`src/rtl/aon_clk_rst_gen.sv`:
```
// aon_clk_rst_gen: always-on clock/reset generator for the safe domain.
// Produces NUM_CH glitch-free divided clocks from ref_clk_i, with runtime
// divide updates through a valid/ack handshake, and releases per-domain
// active-low resets one after another after reset deassertion.
//
// Optional DFT bypass, enabled by defining AON_CLKGEN_TEST_BYPASS_EN:
// while test_mode_i=1, clk_o[k]=ref_clk_i and rst_no[k]=~rst_i.
//
// state     | meaning
// SEQ_RESET | rst_i asserted, all domain resets held low
// SEQ_DELAY | counting RST_DLY cycles before releasing rst_no[idx]
// SEQ_DONE  | all domain resets released, busy_o low

`ifdef AON_CLKGEN_TEST_BYPASS_EN
// Behavioural view of the glitch-free clock mux cell; sel_i is a static
// DFT control, so the switch only happens while the design is quiescent.
module aon_clk_gmux (
  input  logic clk0_i,
  input  logic clk1_i,
  input  logic sel_i,
  output logic clk_o
);
  assign clk_o = sel_i ? clk1_i : clk0_i;
endmodule
`endif

module aon_clk_rst_gen #(
  parameter int NUM_CH        = 3,
  parameter int DIV_WIDTH     = 16,
  parameter int DIV_RST       = 0,
  parameter int RST_DLY       = 16,
  parameter int RST_DLY_WIDTH = 8
) (
  input  logic                        ref_clk_i,
  input  logic                        rst_i,
  input  logic                        test_mode_i,
  input  logic [NUM_CH*DIV_WIDTH-1:0] div_i,
  input  logic [NUM_CH-1:0]           div_valid_i,
  output logic [NUM_CH-1:0]           div_ack_o,
  input  logic [NUM_CH-1:0]           clk_en_i,
  output logic [NUM_CH-1:0]           clk_o,
  output logic [NUM_CH-1:0]           rst_no,
  output logic                        busy_o
);

  localparam int IDX_W = (NUM_CH > 1) ? $clog2(NUM_CH) : 1;

  logic [NUM_CH-1:0] div_clk;

  // ---------------------------------------------------------------------
  // Per-channel divider with shadowed ratio update
  // ---------------------------------------------------------------------
  for (genvar k = 0; k < NUM_CH; k++) begin : g_ch
    logic [DIV_WIDTH-1:0] div_q;
    logic [DIV_WIDTH-1:0] shadow_q;
    logic [DIV_WIDTH-1:0] cnt_q;
    logic                 pend_q;
    logic                 clk_q;
    logic                 ack_q;
    logic                 running;
    logic                 at_max;
    logic                 apply;

    // A channel keeps counting while enabled or while a high phase is still
    // in flight; once low with enable off it is stopped and cnt is parked at 0.
    assign running = clk_en_i[k] | clk_q;
    assign at_max  = (cnt_q == div_q);
    // Running: swap only on the falling edge closing a full period, so no
    // short pulse is ever produced. Stopped: swap on the next cycle.
    assign apply   = pend_q & (running ? (at_max & clk_q) : 1'b1);

    // Counter, output flop, shadow/pending handshake and ack pulse.
    always_ff @(posedge ref_clk_i or posedge rst_i) begin
      if (rst_i) begin
        div_q    <= DIV_WIDTH'(DIV_RST);
        shadow_q <= DIV_WIDTH'(DIV_RST);
        cnt_q    <= '0;
        pend_q   <= 1'b0;
        clk_q    <= 1'b0;
        ack_q    <= 1'b0;
      end else begin
        ack_q <= apply;
        if (!running) begin
          cnt_q <= '0;
        end else if (at_max) begin
          cnt_q <= '0;
          clk_q <= ~clk_q;
        end else begin
          cnt_q <= cnt_q + DIV_WIDTH'(1);
        end
        if (apply) begin
          div_q <= shadow_q;
        end
        // A request arriving on an apply cycle stays pending for the next one.
        if (div_valid_i[k]) begin
          shadow_q <= div_i[k*DIV_WIDTH +: DIV_WIDTH];
          pend_q   <= 1'b1;
        end else if (apply) begin
          pend_q <= 1'b0;
        end
      end
    end

    assign div_clk[k]   = clk_q;
    assign div_ack_o[k] = ack_q;
  end

  // ---------------------------------------------------------------------
  // Reset release sequencer
  // ---------------------------------------------------------------------
  typedef enum logic [1:0] {
    SEQ_RESET = 2'd0,
    SEQ_DELAY = 2'd1,
    SEQ_DONE  = 2'd2
  } seq_state_t;

  seq_state_t               state_q, state_d;
  logic [IDX_W-1:0]         idx_q, idx_d;
  logic [RST_DLY_WIDTH-1:0] dly_q, dly_d;
  logic [NUM_CH-1:0]        rst_n_q, rst_n_d;
  logic                     busy_q, busy_d;

  // Sequencer state register.
  always_ff @(posedge ref_clk_i or posedge rst_i) begin
    if (rst_i) begin
      state_q <= SEQ_RESET;
      idx_q   <= '0;
      dly_q   <= '0;
      rst_n_q <= '0;
      busy_q  <= 1'b1;
    end else begin
      state_q <= state_d;
      idx_q   <= idx_d;
      dly_q   <= dly_d;
      rst_n_q <= rst_n_d;
      busy_q  <= busy_d;
    end
  end

  // Next-state logic: release one domain every RST_DLY cycles.
  always_comb begin
    state_d = state_q;
    idx_d   = idx_q;
    dly_d   = dly_q;
    rst_n_d = rst_n_q;
    busy_d  = busy_q;
    case (state_q)
      SEQ_RESET: begin
        state_d = SEQ_DELAY;
        idx_d   = '0;
        dly_d   = '0;
      end
      SEQ_DELAY: begin
        if (dly_q == RST_DLY_WIDTH'(RST_DLY - 1)) begin
          dly_d = '0;
          for (int i = 0; i < NUM_CH; i++) begin
            if (idx_q == IDX_W'(i)) begin
              rst_n_d[i] = 1'b1;
            end
          end
          if (idx_q == IDX_W'(NUM_CH - 1)) begin
            state_d = SEQ_DONE;
            busy_d  = 1'b0;
          end else begin
            idx_d = idx_q + IDX_W'(1);
          end
        end else begin
          dly_d = dly_q + RST_DLY_WIDTH'(1);
        end
      end
      SEQ_DONE: begin
        busy_d = 1'b0;
      end
      default: begin
        state_d = SEQ_RESET;
      end
    endcase
  end

  assign busy_o = busy_q;

  // ---------------------------------------------------------------------
  // Output stage
  // ---------------------------------------------------------------------
`ifdef AON_CLKGEN_TEST_BYPASS_EN
  for (genvar k = 0; k < NUM_CH; k++) begin : g_bypass
    aon_clk_gmux u_gmux (
      .clk0_i (div_clk[k]),
      .clk1_i (ref_clk_i),
      .sel_i  (test_mode_i),
      .clk_o  (clk_o[k])
    );
  end
  assign rst_no = test_mode_i ? {NUM_CH{~rst_i}} : rst_n_q;
`else
  logic unused_test_mode;
  assign unused_test_mode = test_mode_i;
  assign clk_o  = div_clk;
  assign rst_no = rst_n_q;
`endif

endmodule

```
`config.mk`:
```
export PLATFORM = sky130hd
export DESIGN_NAME = aon_clk_rst_gen
export DESIGN_NICKNAME = d
export VERILOG_FILES = /design/src/rtl/aon_clk_rst_gen.sv
export SDC_FILE = /design/constraint.sdc
export NUM_CORES = 1
export LEC_CHECK = 0
export ABC_AREA = 1
export CAP_MARGIN = 15
export CORE_MARGIN = 5
export CORE_UTILIZATION = 28
export CTS_CLUSTER_SIZE = 10
export DETAILED_ROUTE_END_ITERATION = 7
export PLACE_DENSITY = 0.4
export SYNTH_ARGS = -nofsm -noshare
export SYNTH_HDL_FRONTEND = slang
export SYNTH_HIERARCHICAL = 1
export SYNTH_SLANG_ARGS = --single-unit
```
`constraint.sdc`:
```
create_clock -name ref_clk_i -period 14.93 [get_ports ref_clk_i]
set_input_delay 2.986 -clock ref_clk_i [delete_from_list [all_inputs] [get_ports ref_clk_i]]
set_output_delay 2.986 -clock ref_clk_i [all_outputs]
set_load 0.05 [all_outputs]
```
==> summary.md, run 1 <==
| Metric | Value |
|---|---|
| Gate Count Post-Synth | `~1,100` |
| Drt drc | `0` |
| Max Freq | `~210 MHz` |
| Final Cycle Share | `31.72%` |
| Io pins | `67` |
| Clk sinks | `around 170` |
| Die Height | `roughly 180 um` |
| Core Region | `roughly 29,000 um^2` |
| Post-Synth XOR/XNOR Area | `around 3%` |
| Grt ovf | `0` |
| Post-route ant nets | `0` |
| Crit path buf inv count | `1` |
| Antenna violations before repair | `0` |
| GRT Total Usage | `11.48%` |
| Hold/Removal Path Class | `reg -> reg` |
| VDD IR max | `between 0.05 and 0.06 mV` |
| Pwr Density | `135.4 nW/um^2` |
| Syn Nets | `about 1,100` |
| Final Setup Violations | `0` |
| Placement Setup Slack | `between 9 and 10 ns` |
| Status | `finished, final reports clean` |
| Post-CTS sizing | `0` |
| Worst skew pair latency | `approximately 0.43 ns` |
| Htree depth | `4` |
| First-pass GRT wire length | `31.48 mm` |
| First-pass DRT Iterations | `4` |
| Pin count of the biggest net entering global routing | `between 90 and 100` |
| Setup CP Type | `reg -> out` |
| Starting DRC count in detailed routing | `360` |
| Share of the synthesized area in the top cell type | `50.93%` |
| Routed len/inst | `11.99 um` |
| RSZ-0062 raised after global routing | `false` |
| Worst path top cell family by delay | `buffers and inverters` |
| Layout cells sized above 1 | `5.645%` |
| Row cnt | `62` |
| Yosys cell types | `36` |
| CTS Buf Count | `17` |
| Post-Syn Area per Cell | `about 7.8 um^2` |
| Drt total wl | `between 15 and 20 mm` |
| Number of buffers added on ports | `65` |
| Setup TNS Final | `0 ns` |
| Post-synthesis mux area share | `0%` |
| Synth Area in Simple Gates | `33.76%` |
| Clock Skew | `between 0.015 and 0.02 ns` |
| Setup bufs post-CTS | `0` |
| Final number of hold-violating endpoints | `0` |
| Largest cells by area after synthesis | `dfrtp_1 (51%), nand2_1 (20%), inv_1 (5.5%)` |
| Max incr delay on CP | `0.79 ns` |
| Die ar. | `33,010 um^2` |
| Syn. warnings | `6` |
| CP cell instances | `clkdlybuf4s50_1` |
| Worst slew margin | `35.97%` |
| CTS tree | `yes` |
| Final critical-path required period | `around 4.7 ns` |
| Register area share after synthesis | `between 50 and 60%` |
| Critical path arrival | `about 1.8 ns` |
| Post-Synth Adder-Cell Area | `about 1.1%` |
| Antenna cells | `0` |
| Max Transition Viols Final | `0` |
| Crit path max fanout | `2` |
| Root buf cell | `clkbuf_16` |
| Power Total | `1318 uW` |
| Synthesized area | `slightly above 8000 um^2` |
| Drt via density | `4.233` |
| Post-synthesis compound-gate area fraction | `2.213%` |
| Die X | `between 150 and 200 um` |
| Final worst setup slack | `about 10 ns` |
| Req. time, crit path | `around 12 ns` |
| Vias | `around 6,400` |
| Initial Util | `between 20% and 30%` |
| Post-synth top area cell | `dfrtp_1` |
| Worst Tran Pin Value | `~0.96 ns` |
| Hold Buf Count CTS | `0` |
| Vias in the first global route | `between 6,000 and 7,000` |
| Number of fill cells | `just over 3,000` |
| CP Launch Type | `register` |
| Detailed Place HPWL | `between 10 and 15 mm` |
| Maximum capacitance violations | `0` |
| Synthesis-to-layout area growth | `17.92%` |
| Flops & latches, synth | `roughly 170` |
| Routability cong. | `0.7705` |
| Main combinational cell family by area after synthesis | `simple AND/OR/NAND/NOR gates` |
| Clk slew on worst S/H paths | `roughly 0.07 ns` |
| CTS Buffer Depth | `2` |
| Nets@finish | `between 1,000 and 1,500` |
| Leakage power | `between 0.004 and 0.005 uW` |
| CP max stage cell | `clkdlybuf4s50_1` |
| Setup crit end kind | `output port` |
==> power by group <==
part / leakage [uW] / switching, uW / internal (uW) / total, uW
clock: 0.000260 / 193 / 224 / 416
sequential: 0.00216 / 74.3 / 543 / 618
combinational: 0.00237 / 171 / 113 / 284
==> kinds of logic (layout without fill, tap and decap cells) <==
family                     Yosys count  count (layout)
xor gates and xnor gates            29              29
and+or+nand+nor                    650             650
DFF                                169             169
AOI/OAI and AO/OA                   31              31
buffers and inverters              169             230
adders and majority gates            7               7
==> metal layers <==
metal	track usage, %	vias up	wire length [um]
li1	-	3351	-
met4	3.062	0	158
met1	15.11	2923	8812
met5	0	-	0
met3	2.401	10	422
met2	19.23	66	8592
==> synth_stat cells (all sizes together) <==
| cell | count |
|---|---|
| a22oi | 3 |
| o21ai | 12 |
| buf | 22 |
| clkbuf | 16 |
| nor2 | 96 |
| o22ai | 3 |
| nand2 | 446 |
| a21oi | 6 |
| a31oi | 4 |
| a22o | 1 |
| dfrtp | 168 |
| clkinv | 3 |
| xor2 | 25 |
| nand3 | 21 |
| ha | 7 |
| inv | 128 |
| and3 | 2 |
| nor3 | 20 |
| or2 | 3 |
| dfstp | 1 |
| xnor2 | 4 |
| nand4 | 52 |
| nor3b | 8 |
| nor4 | 2 |
| a31o | 2 |
==> sequential cells by signal (all words and copies together), names as in the netlist <==
name           flops
busy_o             1
dly_q              8
g_ch.ack_q         3
g_ch.clk_q         3
g_ch.cnt_q        48
g_ch.div_q        48
g_ch.pend_q        3
g_ch.shadow_q     48
idx_q              2
rst_no             3
state_q            2
==> metrics by stage <==
stage	hold WS (ns)	utilization, %	instance area, um^2	std cells
2_1_floorplan	0.4422	-	8254	1055
3_3_place_gp	0.4338	31.74	9184	1468
3_5_place_dp	0.4335	31.74	9184	1468
4_1_cts	0.4452	33.64	9733	1500
5_1_grt	0.4669	33.64	9733	1500
6_report	0.4434	33.64	9733	1500
==> cell type report <==
| cell class | instances | area, um^2 | area share, % |
|---|---|---|---|
| repair buffers | 67 | 665.6 | 6.839 |
| well taps | 384 | 480.5 | 4.936 |
| clock inverters | 12 | 92.59 | 0.9513 |
| flip-flops and latches | 169 | 4230 | 43.46 |
| clock buffers | 20 | 456.7 | 4.692 |
| inverters | 131 | 496.7 | 5.103 |
| multi-input cells | 717 | 3311 | 34.01 |
==> cell usage in the layout, fill, tap and decap left out, drive strengths merged, types with 8 or more instances in the layout <==
cell type / instances
nand2: 446
dfrtp: 168
inv: 132
nor2: 96
clkdlybuf4s50: 65
nand4: 52
xor2: 25
nand3: 21
nor3: 20
clkbuf: 20
o21ai: 12
nor3b: 8
==> path summary, 6_finish.rpt <==
| kind | from | endpoint | slack, ns | depth (start not counted) |
|---|---|---|---|---|
| max reg2reg | g_ch[0].cnt_q[0] | g_ch[0].div_q[7] | 12.83 | 11 |
| max in group asynchronous | rst_i | g_ch[0].shadow_q[3] | 10.27 | 3 |
| min in group asynchronous | rst_i | state_q[0] | 3.14 | 2 |
| min | busy_o | busy_o | 0.44 | 2 |
| max | busy_o | busy_o | 10.19 | 1 |
| min reg2reg | busy_o | busy_o | 0.44 | 2 |
Power figures use the tool's default switching activity.
==> inputs of run 2 (changes only) <==
Clock period 14.93 ns to 4.5 ns, I/O delays scaled along.
==> run 2 against run 1 <==
Register-to-register slack got worse by 10 ns. Via count down 0.71%. Worst setup slack worse by 8.3 ns. Clock power grew to 3.5 times the previous value. Final cell count grew 0.13%. Sequential power grew to 3.3 times the previous value. Critical path type unchanged. Largest power group unchanged.
==> summary.md, run 2 (synthesis results as in run 1) <==
| Metric | Value |
|---|---|
| Status | `finished, final reports clean` |
| Worst slew margin | `about 55%` |
| Grt ovf | `0` |
| Setup crit end kind | `output port` |
| Drt total wl | `around 18 mm` |
| Post-route ant nets | `0` |
| Htree depth | `4` |
| Crit path max fanout | `2` |
| Commonest non-fill, non-tap cell in the layout | `nand2_1` |
| Drt via density | `4.198` |
| Hold path startpoint | `busy_o` |
| Setup TNS Final | `0 ns` |
| GRT Total Usage | `between 10% and 20%` |
| Antenna violations before repair | `0` |
| Vias in the first global route | `around 6,300` |
| Internal | `slightly below 3000 uW` |
| Pwr Density | `around 450 nW/um^2` |
| Initial Util | `28.53%` |
| Crit path buf inv count | `1` |
| Final Setup Violations | `0` |
| R2R Setup Slk | `about 2.5 ns` |
| Routed len/inst | `between 10 and 15 um` |
| CTS Buffer Depth | `2` |
| CTS tree | `yes` |
| Antenna cells | `0` |
| Max Freq | `around 380 MHz` |
| Number of buffers added on ports | `65` |
| Starting DRC count in detailed routing | `around 340` |
| Sw Ratio | `between 30 and 40%` |
| Synthesis-to-layout area growth | `18.63%` |
| Hold Buf Count CTS | `0` |
| Setup CP Type | `reg -> out` |
| Hold Path End | `busy_o` |
| Util after Layout | `between 30% and 40%` |
| Worst hold path stage count | `2` |
| Nets@finish | `roughly 1,200` |
| CP Launch Type | `register` |
| Root buf cell | `clkbuf_16` |
| Die X | `around 180 um` |
| Clk sinks | `169` |
| Max Transition Viols Final | `0` |
| Post-Layout Cell Count | `between 1,500 and 2,000` |
| Net Switching | `roughly 1500 uW` |
| Worst Tran Pin Value | `roughly 0.7 ns` |
| Reg-to-Reg End | `g_ch[0].div_q[0]` |
| First-pass GRT wire length | `~31 mm` |
| Largest registers | `g_ch.cnt_q: 48 flops, g_ch.div_q: 48 flops, g_ch.shadow_q: 48 flops` |
| Combinational share of power | `around a fifth` |
| Clock power frac | `32.7%` |
| Hold slack | `roughly 0.45 ns` |
| VDD IR max | `0.1881 mV` |
| Drt drc | `0` |
| Core Region | `28,940 um^2` |
| Req. time, crit path | `between 3 and 4 ns` |
| Die Height | `between 150 and 200 um` |
| Dpl cells | `between 1,000 and 1,500` |
| Final number of hold-violating endpoints | `0` |
| Io pins | `67` |
| Clk slew on worst S/H paths | `around 0.070 ns` |
| CP max stage cell | `clkdlybuf4s50_1` |
| Routability cong. | `around 0.76` |
| Die ar. | `approximately 33,000 um^2` |
| Layout cells sized above 1 | `5.814%` |
| Vias | `6,305` |
| Row cnt | `62` |
| First-pass DRT Iterations | `4` |
| Post-CTS sizing | `0` |
| CP cell instances | `clkdlybuf4s50_1` |
| Critical path arrival | `1.75 ns` |
| Max incr delay on CP | `0.79 ns` |
| Final critical-path required period | `about 2.6 ns` |
| RSZ-0062 raised after global routing | `false` |
| Dpl cell area | `roughly 9000 um^2` |
| Worst path top cell family by delay | `buffers and inverters` |
| Detailed Place HPWL | `12.66 mm` |
| Design area | `9792 um^2` |
| R2r worst-path depth | `11` |
| Worst skew pair latency | `~0.43 ns` |
| Reg2Reg Launch Point | `g_ch[0].cnt_q[2]` |
| Seq pwr share | `a little under half` |
| Commonest non-fill, non-tap cells in the layout | `nand2_1 (441), dfrtp_1 (168), inv_1 (120)` |
| Pin count of the biggest net entering global routing | `80` |
| Hold/Removal Path Class | `reg -> reg` |
| Leakage power | `between 0.004 and 0.005 uW` |
| Setup bufs post-CTS | `0` |
| Maximum capacitance violations | `0` |
| Clock Skew | `roughly 0.017 ns` |
| Final Cycle Share | `between 50 and 60%` |
| CTS Buf Count | `17` |
## run 2: power groups by stage
stage	Clock [uW]	Sequential (uW)	Combinational (uW)
after global routing	1560	2100	1130
after floorplan	0	1990	797
after global placement	0	2080	962
after CTS	1510	2050	979
final	1450	2050	945
after detailed placement	0	2080	972
## run 2: through the flow
stage	worst slack (ns)	power, uW
6_report	1.853	4447
5_1_grt	1.797	4797
4_1_cts	1.816	4544
3_5_place_dp	1.656	3055
3_3_place_gp	1.710	3038
2_1_floorplan	1.446	2786
## run 2: worst max path at each step
stage,start,endpoint,cells past startpoint
2_1_floorplan,rst_i,dly_q[0],1
3_3_place_gp,div_valid_i[0],g_ch[0].shadow_q[5],4
3_5_place_dp,div_valid_i[0],g_ch[0].shadow_q[12],4
4_1_cts,busy_o,busy_o,1
5_1_grt,busy_o,busy_o,1
6_report,busy_o,busy_o,1
## run 2: metal layers
| metal | GRT usage [%] | part of all wire, % | vias to the layer above |
|---|---|---|---|
| met5 | 0 | 0 | - |
| met4 | 2.972 | 0.88 | 0 |
| met3 | 2.241 | 1.7 | 10 |
| met2 | 18.58 | 47 | 49 |
| met1 | 15.43 | 50 | 2889 |
| li1 | - | - | 3357 |
## run 2: worst reg2reg max path, stage by stage, from the launching register on
cell and delay (ns):
dfrtp_1 0.42, inv_2 0.07, nand2_1 0.06, nand2_1 0.05, nor2_1 0.12, nand2_1 0.09
nor2_1 0.12, nand2_2 0.12, nand2_4 0.32, nand3_4 0.30, nand2_1 0.15, nand2_1 0.05
## run 2: area by class of cell
class,instances,area (um^2)
fillers,3081,19140
repair buffers,69,705.7
well taps,384,480.5
clock inverters,14,140.1
flip-flops and latches,169,4230
multi-input cells,717,3311
clock buffers,18,429.2
inverters,131,495.5
==> inputs of run 3 (changes only) <==
Settings changed: PLACE_DENSITY 0.4 to 0.42.
Clock period 4.5 ns to 2.2 ns, I/O delays scaled along.
==> run 3 against run 2 <==
Non-clock buffer count increased by 20. First-iteration DRC count decreased by 3.3%. Critical path type unchanged. Final area increased by 1.9%. Flip-flop and latch count unchanged. Utilization increased by 0.66 points. Largest cell class unchanged. Global-route usage decreased by 0.076 points.
==> summary.md, run 3 (synthesis results as in run 1) <==
| Metric | Value |
|---|---|
| Number of fill cells | `3,056` |
| VDD IR max | `approximately 0.33 mV` |
| Row cnt | `62` |
| Pin count of the biggest net entering global routing | `73` |
| Grt ovf | `0` |
| Critical path arrival | `approximately 1.6 ns` |
| Antenna cells | `0` |
| Number of buffers added on ports | `65` |
| Vias | `6,356` |
| CTS Buf Count | `17` |
| Maximum capacitance violations | `0` |
| Final Cycle Share | `93.23%` |
| Antenna violations before repair | `0` |
| Leakage power | `around 0.005 uW` |
| Seq pwr share | `46.0%` |
| Worst skew pair latency | `between 0.4 and 0.5 ns` |
| Crit path max fanout | `3` |
| Routability cong. | `approximately 0.74` |
| GRT Total Usage | `between 10 and 15%` |
| Pwr Density | `910.3 nW/um^2` |
| Reg2Reg Launch Point | `g_ch[0].cnt_q[0]` |
| Worst Tran Pin Value | `slightly above 0.5 ns` |
| Final Setup Violations | `0` |
| Sw Ratio | `32.64%` |
| Setup crit end kind | `output port` |
| Max Transition Viols Final | `0` |
| Hold path startpoint | `busy_o` |
| Core Region | `28,940 um^2` |
| Max incr delay on CP | `roughly 0.8 ns` |
| Net Switching | `approximately 3000 uW` |
| Post-route ant nets | `0` |
| Clk sinks | `169` |
| Crit path from | `g_ch[0].clk_q` |
| Hold/Removal Path Class | `reg -> reg` |
| CP cell instances | `clkdlybuf4s50_1` |
| Detailed Place HPWL | `around 13 mm` |
| Final critical-path required period | `between 2 and 2.5 ns` |
| Routed len/inst | `~12 um` |
| Final number of hold-violating endpoints | `0` |
| Vias in the first global route | `approximately 6,400` |
| Io pins | `67` |
| Worst slew margin | `about two thirds` |
| Util after Layout | `around a third` |
| First-pass GRT wire length | `31.37 mm` |
| CTS Buffer Depth | `2` |
| CP Launch Type | `register` |
| RSZ-0062 raised after global routing | `false` |
| Root buf cell | `clkbuf_16` |
| Clock Skew | `roughly 0.012 ns` |
| CP max stage cell | `clkdlybuf4s50_1` |
| Clk slew on worst S/H paths | `approximately 0.07 ns` |
| Die X | `~180 um` |
| First-pass DRT Iterations | `5` |
| Internal | `roughly 6100 uW` |
| Largest registers | `g_ch.cnt_q: 48 flops, g_ch.div_q: 48 flops, g_ch.shadow_q: 48 flops` |
| Commonest non-fill, non-tap cell in the layout | `nand2_1` |
| Commonest non-fill, non-tap cells in the layout | `nand2_1 (441), dfrtp_1 (168), inv_1 (120)` |
| Synthesis-to-layout area growth | `20.93%` |
| Setup CP Type | `reg -> out` |
| Htree depth | `4` |
| Drt total wl | `approximately 18 mm` |
| Die ar. | `33,010 um^2` |
| Drt via density | `4.179` |
| Initial Util | `between 20 and 30%` |
| Die Height | `between 150 and 200 um` |
| Status | `finished, final reports clean` |
| Clock power frac | `roughly a third` |
| Starting DRC count in detailed routing | `between 300 and 400` |
| Layout cells sized above 1 | `under 10%` |
| Req. time, crit path | `approximately 1.8 ns` |
| Worst path top cell family by delay | `buffers and inverters` |
| CTS tree | `yes` |
| Power Total | `9087 uW` |
| Max Freq | `~500 MHz` |
| Drt drc | `0` |
| Combinational share of power | `between 20% and 30%` |
| Nets@finish | `approximately 1,200` |
| Crit path buf inv count | `1` |
-- run 3: stage by stage --
stage | cells | instance area (um^2) | setup TNS (ns) | setup WS, ns | hold slack [ns]
2_1_floorplan | 1055 | 8258 | -66.18 | -0.3939 | 0.4422
6_report | 1521 | 9982 | 0 | 0.1490 | 0.4421
4_1_cts | 1521 | 9982 | 0 | 0.1083 | 0.4438
3_3_place_gp | 1490 | 9423 | 0 | 0.3095 | 0.4359
3_5_place_dp | 1490 | 9423 | 0 | 0.2914 | 0.4379
5_1_grt | 1521 | 9982 | 0 | 0.08204 | 0.4663
-- run 3: worst paths after layout --
check / to / slack [ns] / cells after the start
max: clk_o[0] / 0.15 / 1
min: busy_o / 0.44 / 2
min in group asynchronous: g_ch[1].clk_q / 0.45 / 3
max in group asynchronous: g_ch[0].shadow_q[5] / 1.32 / 4
min reg2reg: busy_o / 0.44 / 2
max reg2reg: g_ch[0].cnt_q[10] / 0.44 / 8
-- run 3: final cells by class --
type	instances	area, um^2	area share, %
clock inverters	12	117.6	1.178
clock buffers	19	442.9	4.437
multi-input cells	717	3311	33.17
flip-flops and latches	169	4230	42.38
inverters	131	495.5	4.964
repair buffers	89	904.6	9.062
well taps	384	480.5	4.813
-- run 3: repair_timing --
item                       4_1_cts  5_1_grt
hold buffers                     0        0
hold endpoints to repair         0        0
setup buffers                    0        0
gates resized for setup          1        0
setup endpoints to repair        1        0
-- run 3: metal layers --
metal	track usage [%]	vias up	part of all wire (%)
met1	15.26	2909	49
met2	18.62	48	48
met4	2.972	0	1.1
li1	-	3385	-
met3	2.101	14	2.0
met5	0	-	0
-- run 3: power groups by stage --
stage / clock [uW] / sequential [uW] / combinational [uW]
floorplan: 0 / 4070 / 1630
global placement: 0 / 4250 / 2030
detailed placement: 0 / 4260 / 2050
CTS: 3030 / 4200 / 2060
global route: 3150 / 4280 / 2370
finish: 2900 / 4180 / 2000
==> RTL edit 1, RTL diff (config.mk and constraints of run 3) <==
`DIV_WIDTH`: 16 -> 18.
--- a/src/rtl/aon_clk_rst_gen.sv
+++ b/src/rtl/aon_clk_rst_gen.sv
@@ -28,3 +28,3 @@
   parameter int NUM_CH        = 3,
-  parameter int DIV_WIDTH     = 16,
+  parameter int DIV_WIDTH     = 18,
   parameter int DIV_RST       = 0,
Ports: changed (resized div_i); port bits go from 67 to 73. The function was not compared with the original's and may differ.
==> RTL edit 1 against run 3 <==
Area after synthesis increased by 11%. Count of clock-buffer cells in the layout unchanged. Setup slack got worse by 0.062 ns. Total power decreased by 7.8%. Non-clock buffer count increased by 7. Wire length increased by 21%. Sequential cell count increased by 18. Cell area increased by 9.5%. Critical endpoint is now clk_o[2]. Highest routed layer unchanged.
==> RTL edit 1: results (changes against run 3) <==
Timing
  – Worst rel slew slack: 0.605 (-0.0512)
  – Fmax: 473 MHz (-2.9%)
  – Final Hold Slack: 0.291 ns (-0.151 ns)
  – Post-Route Skew: 0.0116 ns (+0.0000105 ns)

Power and ir drop
  – Maximum VDD drop: 0.489 mV (+48%)
  – Leakage: 5.20 nW (+5.5%)

Final layout
  – Clock buffers: 19 (unchanged)
  – Post-layout util: 0.337 (-0.00829)
  – Inverters: 122 (-6.9%)
  – Non-clk buf share: 0.0855 (-0.00509)
  – Fill count: 3443 (+13%)
  – Register share of the cell area: 0.428 (+0.00459)
  – Clock buffers and inverters, area share: 0.0537 (-0.00245)
  – Largest regs: g_ch.cnt_q: 54 flops, g_ch.div_q: 54 flops, g_ch.shadow_q: 54 flops
  – Layout net count: 1294 (+8.8%)
  – Multi-input gates: 800 (+12%)
  – Sequential cells: 187 (+11%)
  – Nonclk buf count: 96 (+7.9%)

Drt
  – Drt first pass iters: 4 (-1)
  – Initial drt markers: 310 (-5.2%)
  – Uppermost layer routed: met4
  – Met3 wire length: 508 microns (+40%)
  – Met2 routed WL: 9.83 mm (+15%)
  – WL met1: 10.9 mm (+26%)

Synthesis
  – Sequential area share after synthesis: 0.510 (-0.00255)
  – Average cell area after synthesis: 7.96 sq um (+1.8%)
  – Cell variety after synth: 37 (+2.8%)
  – Most common library cells after synthesis: 478 x nand2_1, 186 x dfrtp_1, 104 x inv_1, 95 x nor2_1, 71 x nand4_1
  – Synth Net Count: 1223 (+9.3%)

Critical path
  – Worst Reg2Reg Path Length in Cells: 10 (+2)
  – Worst path max stage delay: 0.83 ns
  – Launch point of the worst path: g_ch[2].clk_q
  – Worst setup path end: clk_o[2]
  – CP arrival: 1.67 ns (+0.06 ns)
  – FF-to-FF End: g_ch[0].cnt_q[16]
  – Reg2Reg Setup Slack: 0.32 ns (-0.12 ns)

Placed design
  – Routability cong.: 0.779 (+5.5%)
  – Port-buffer cells: 71 (+9.2%)
  – Placed Area: 10300 sq um (+9.7%)
  – Dpl ws: 0.264 ns (-0.0270 ns)
  – Placed Cells: 1647 (+11%)
  – Post-DP HPWL: 15.3 mm (+17%)

Worst hold path
  – Class of the worst hold path: in2async

Floorplan
  – Die area: 36500 sq um (+11%)

Clocking
  – Num CTS Buffers: 17 (unchanged)
  – Worst-path clk slew: 0.08 ns
  – Clk_lat worst skew: 0.44 ns (+0.02 ns)
  – Longest Clk Path Bufs: 2 (unchanged)

Outcome
  – Status: finished, final reports clean

GRT
  – Vias in the first global route: 7143 (+12%)
  – GR Layer Usage met1: 0.170 (+0.0170)
  – Largest net degree at the start of global routing: 68 (-6.8%)
  – M2 GR Usage: 0.200 (+0.0136)
  – Met3 usage: 0.0225 (+0.00145)
  – Global-route wire length before repair: 36.4 mm (+16%)
  – GR Util All Layers: 0.123 (+0.0106)
==> RTL edit 1: cell types whose count changed in the layout (fill, tap and decap cells not counted), sizes merged, moves of 6 or more <==
cell,delta
xor2,-8
inv,-7
nor2,+6
dfrtp,+18
nand2,+35
o21ai,+12
xnor2,+12
nand4,+19
clkdlybuf4s50,+6
==> RTL edit 1: logic make-up (layout without fill, tap and decap cells) <==
kind of cell             Yosys count  in the layout  share of synthesized area
AND/OR/NAND/NOR                  719            719                      0.337
XOR/XNOR                          33             33                     0.0315
flip-flops                       187            187                      0.510
adder cells (fa/ha/maj)            7              7                    0.00954
AO/OA/AOI/OAI                     41             41                     0.0256
buffers and inverters            166            250                     0.0861
==> RTL edit 1: repair_timing <==
action | in CTS | in global routing
cloned | 0 | 0
pin swaps | 0 | 0
gates resized for setup | 1 | 1
endpoints found under the setup margin | 1 | 1
==> RTL edit 1: where the power goes <==
part,total [mW],internal [mW],switching [mW]
Combinational,1.17,0.496,0.670
Sequential,4.06,3.78,0.284
Clock,3.16,1.70,1.45
==> RTL edit 2, RTL diff (settings of run 3) <==
Without the edit above. Encoding of `seq_state_t`: now one-hot (3 bits for 3 states).
--- a/src/rtl/aon_clk_rst_gen.sv
+++ b/src/rtl/aon_clk_rst_gen.sv
@@ -110,6 +110,6 @@
   // ---------------------------------------------------------------------
-  typedef enum logic [1:0] {
-    SEQ_RESET = 2'd0,
-    SEQ_DELAY = 2'd1,
-    SEQ_DONE  = 2'd2
+  typedef enum logic [2:0] {
+    SEQ_RESET = 3'b001,
+    SEQ_DELAY = 3'b010,
+    SEQ_DONE  = 3'b100
   } seq_state_t;
Check against the original RTL: no difference found for any inputs over 10 cycles, from zero or initial values and one cycle with rst_i high; not proved beyond that.
==> RTL edit 2 against run 3 <==
Sequential cell count rose by 1. Worst hold slack worse by 0.073 ns. Total power rose by 0.76%. Setup slack lost 0.0064 ns. Via count is 1.5% higher. Core utilization shrank 0.39 points. Area after synthesis is 1.0% higher. Wire length increased by 2.8%. Critical path depth is the same. Cell area rose by 0.74%.
==> RTL edit 2: results (changes against run 3) <==
Timing
  – Post-Route Skew: 0.0138 ns (+0.00227 ns)
  – Worst rel slew slack: 0.590 (-0.0659)

Synthesis
  – Sequential area share after synthesis: 0.511 (-0.00192)
  – Most common library cells after synthesis: 445 x nand2_1, 168 x dfrtp_1, 131 x inv_1, 101 x nor2_1, 50 x nand4_1
  – Dominant cells by area after synthesis: dfrtp_1 50%, nand2_1 20%, inv_1 5.9%
  – Synth Net Count: 1141 (+2.0%)
  – Cell variety after synth: 34 (-5.6%)

Critical path
  – FF-to-FF End: idx_q[1]
  – Critical path's slowest cell: clkdlybuf4s50_1
  – Reg2Reg Setup Slack: 0.39 ns (-0.05 ns)
  – Worst r2r src: dly_q[0]

Drt
  – Avg WL per Cell: 11.8 microns (+0.97%)
  – Initial drt markers: 374 (+14%)
  – Post-DR vias/cell: 4.16 (-0.36%)

GRT
  – Global-route wire length before repair: 32.1 mm (+2.4%)
  – Vias in the first global route: 6539 (+2.1%)
  – Largest net degree at the start of global routing: 54 (-26%)

Placed design
  – Routability cong.: 0.770 (+4.3%)
  – Post-DP HPWL: 13.3 mm (+1.8%)

Clocking
  – CTS root buffer: clkbuf_16

Final layout
  – Layout net count: 1210 (+1.8%)
  – ANT cells: 0 (unchanged)
  – Share of layout cells above drive strength 1: 0.0733 (-0.000540)

Power and ir drop
  – Leakage: 5.03 nW (+2.0%)
  – Maximum VDD drop: 0.447 mV (+35%)

Outcome
  – Status: finished, final reports clean

Worst hold path
  – Class of the worst hold path: in2async
RTL edit 2: cell count changes after synthesis, moves of 3 or more:
cell	change
nand2_1	+4
nand3_1	+5
a31oi_1	-3
nor3_2	+3
inv_1	+10
nor2_1	+9
RTL edit 2: metrics by stage:
stage	hold slack [ns]	cell area, sq um	cells	setup WS [ns]	TNS (ns)
3_3_place_gp	0.434	9490	1517	0.317	0
2_1_floorplan	0.442	8340	1077	-0.407	-68.39
6_report	0.369	10100	1549	0.143	0
5_1_grt	0.394	10100	1549	0.0850	0
4_1_cts	0.362	10100	1549	0.111	0
3_5_place_dp	0.434	9490	1517	0.322	0
RTL edit 2: area by class of cell:
cell class	instances	area, sq um
Fill cell	3214	19400
Sequential cell	170	4260
Multi-Input combinational cell	730	3340
Timing Repair Buffer	86	870
Inverter	141	533
Tap cell	390	488
Clock buffer	18	439
Clock inverter	14	129
RTL edit 2: cells by family after synthesis:
family | after synthesis | synth area share
AO/OA/AOI/OAI | 26 | 0.0185
XOR/XNOR | 27 | 0.0284
buffers and inverters | 177 | 0.0887
flip-flops | 170 | 0.511
adder cells (fa/ha/maj) | 7 | 0.0105
AND/OR/NAND/NOR | 670 | 0.343
RTL edit 2: worst max-delay path by stage:
stage	start	endpoint	slack [ns]	cells past startpoint
floorplan	rst_i	dly_q[0]	-0.41	1
global placement	clk_en_i[1]	g_ch[1].div_q[12]	0.32	6
detailed placement	clk_en_i[1]	g_ch[1].div_q[14]	0.32	6
CTS	g_ch[1].clk_q	clk_o[1]	0.11	1
global route	g_ch[2].clk_q	clk_o[2]	0.08	1
finish	g_ch[1].clk_q	clk_o[1]	0.14	1
RTL edit 2: report_power, final:
group / leakage, nW / switching, mW / total, mW / internal [mW]
clock network: 0.269 / 1.43 / 2.95 / 1.52
logic: 2.60 / 1.17 / 2.00 / 0.828
registers: 2.16 / 0.497 / 4.20 / 3.71
total: 5.03 / 3.10 / 9.16 / 6.06
RTL edit 2: metal layers:
layer	wire, microns	global-route usage	up-vias
li1	-	-	3440
met1	9170	0.158	2940
met2	8440	0.185	54
met3	430	0.0233	16
met4	224	0.0360	0
met5	0	0	-
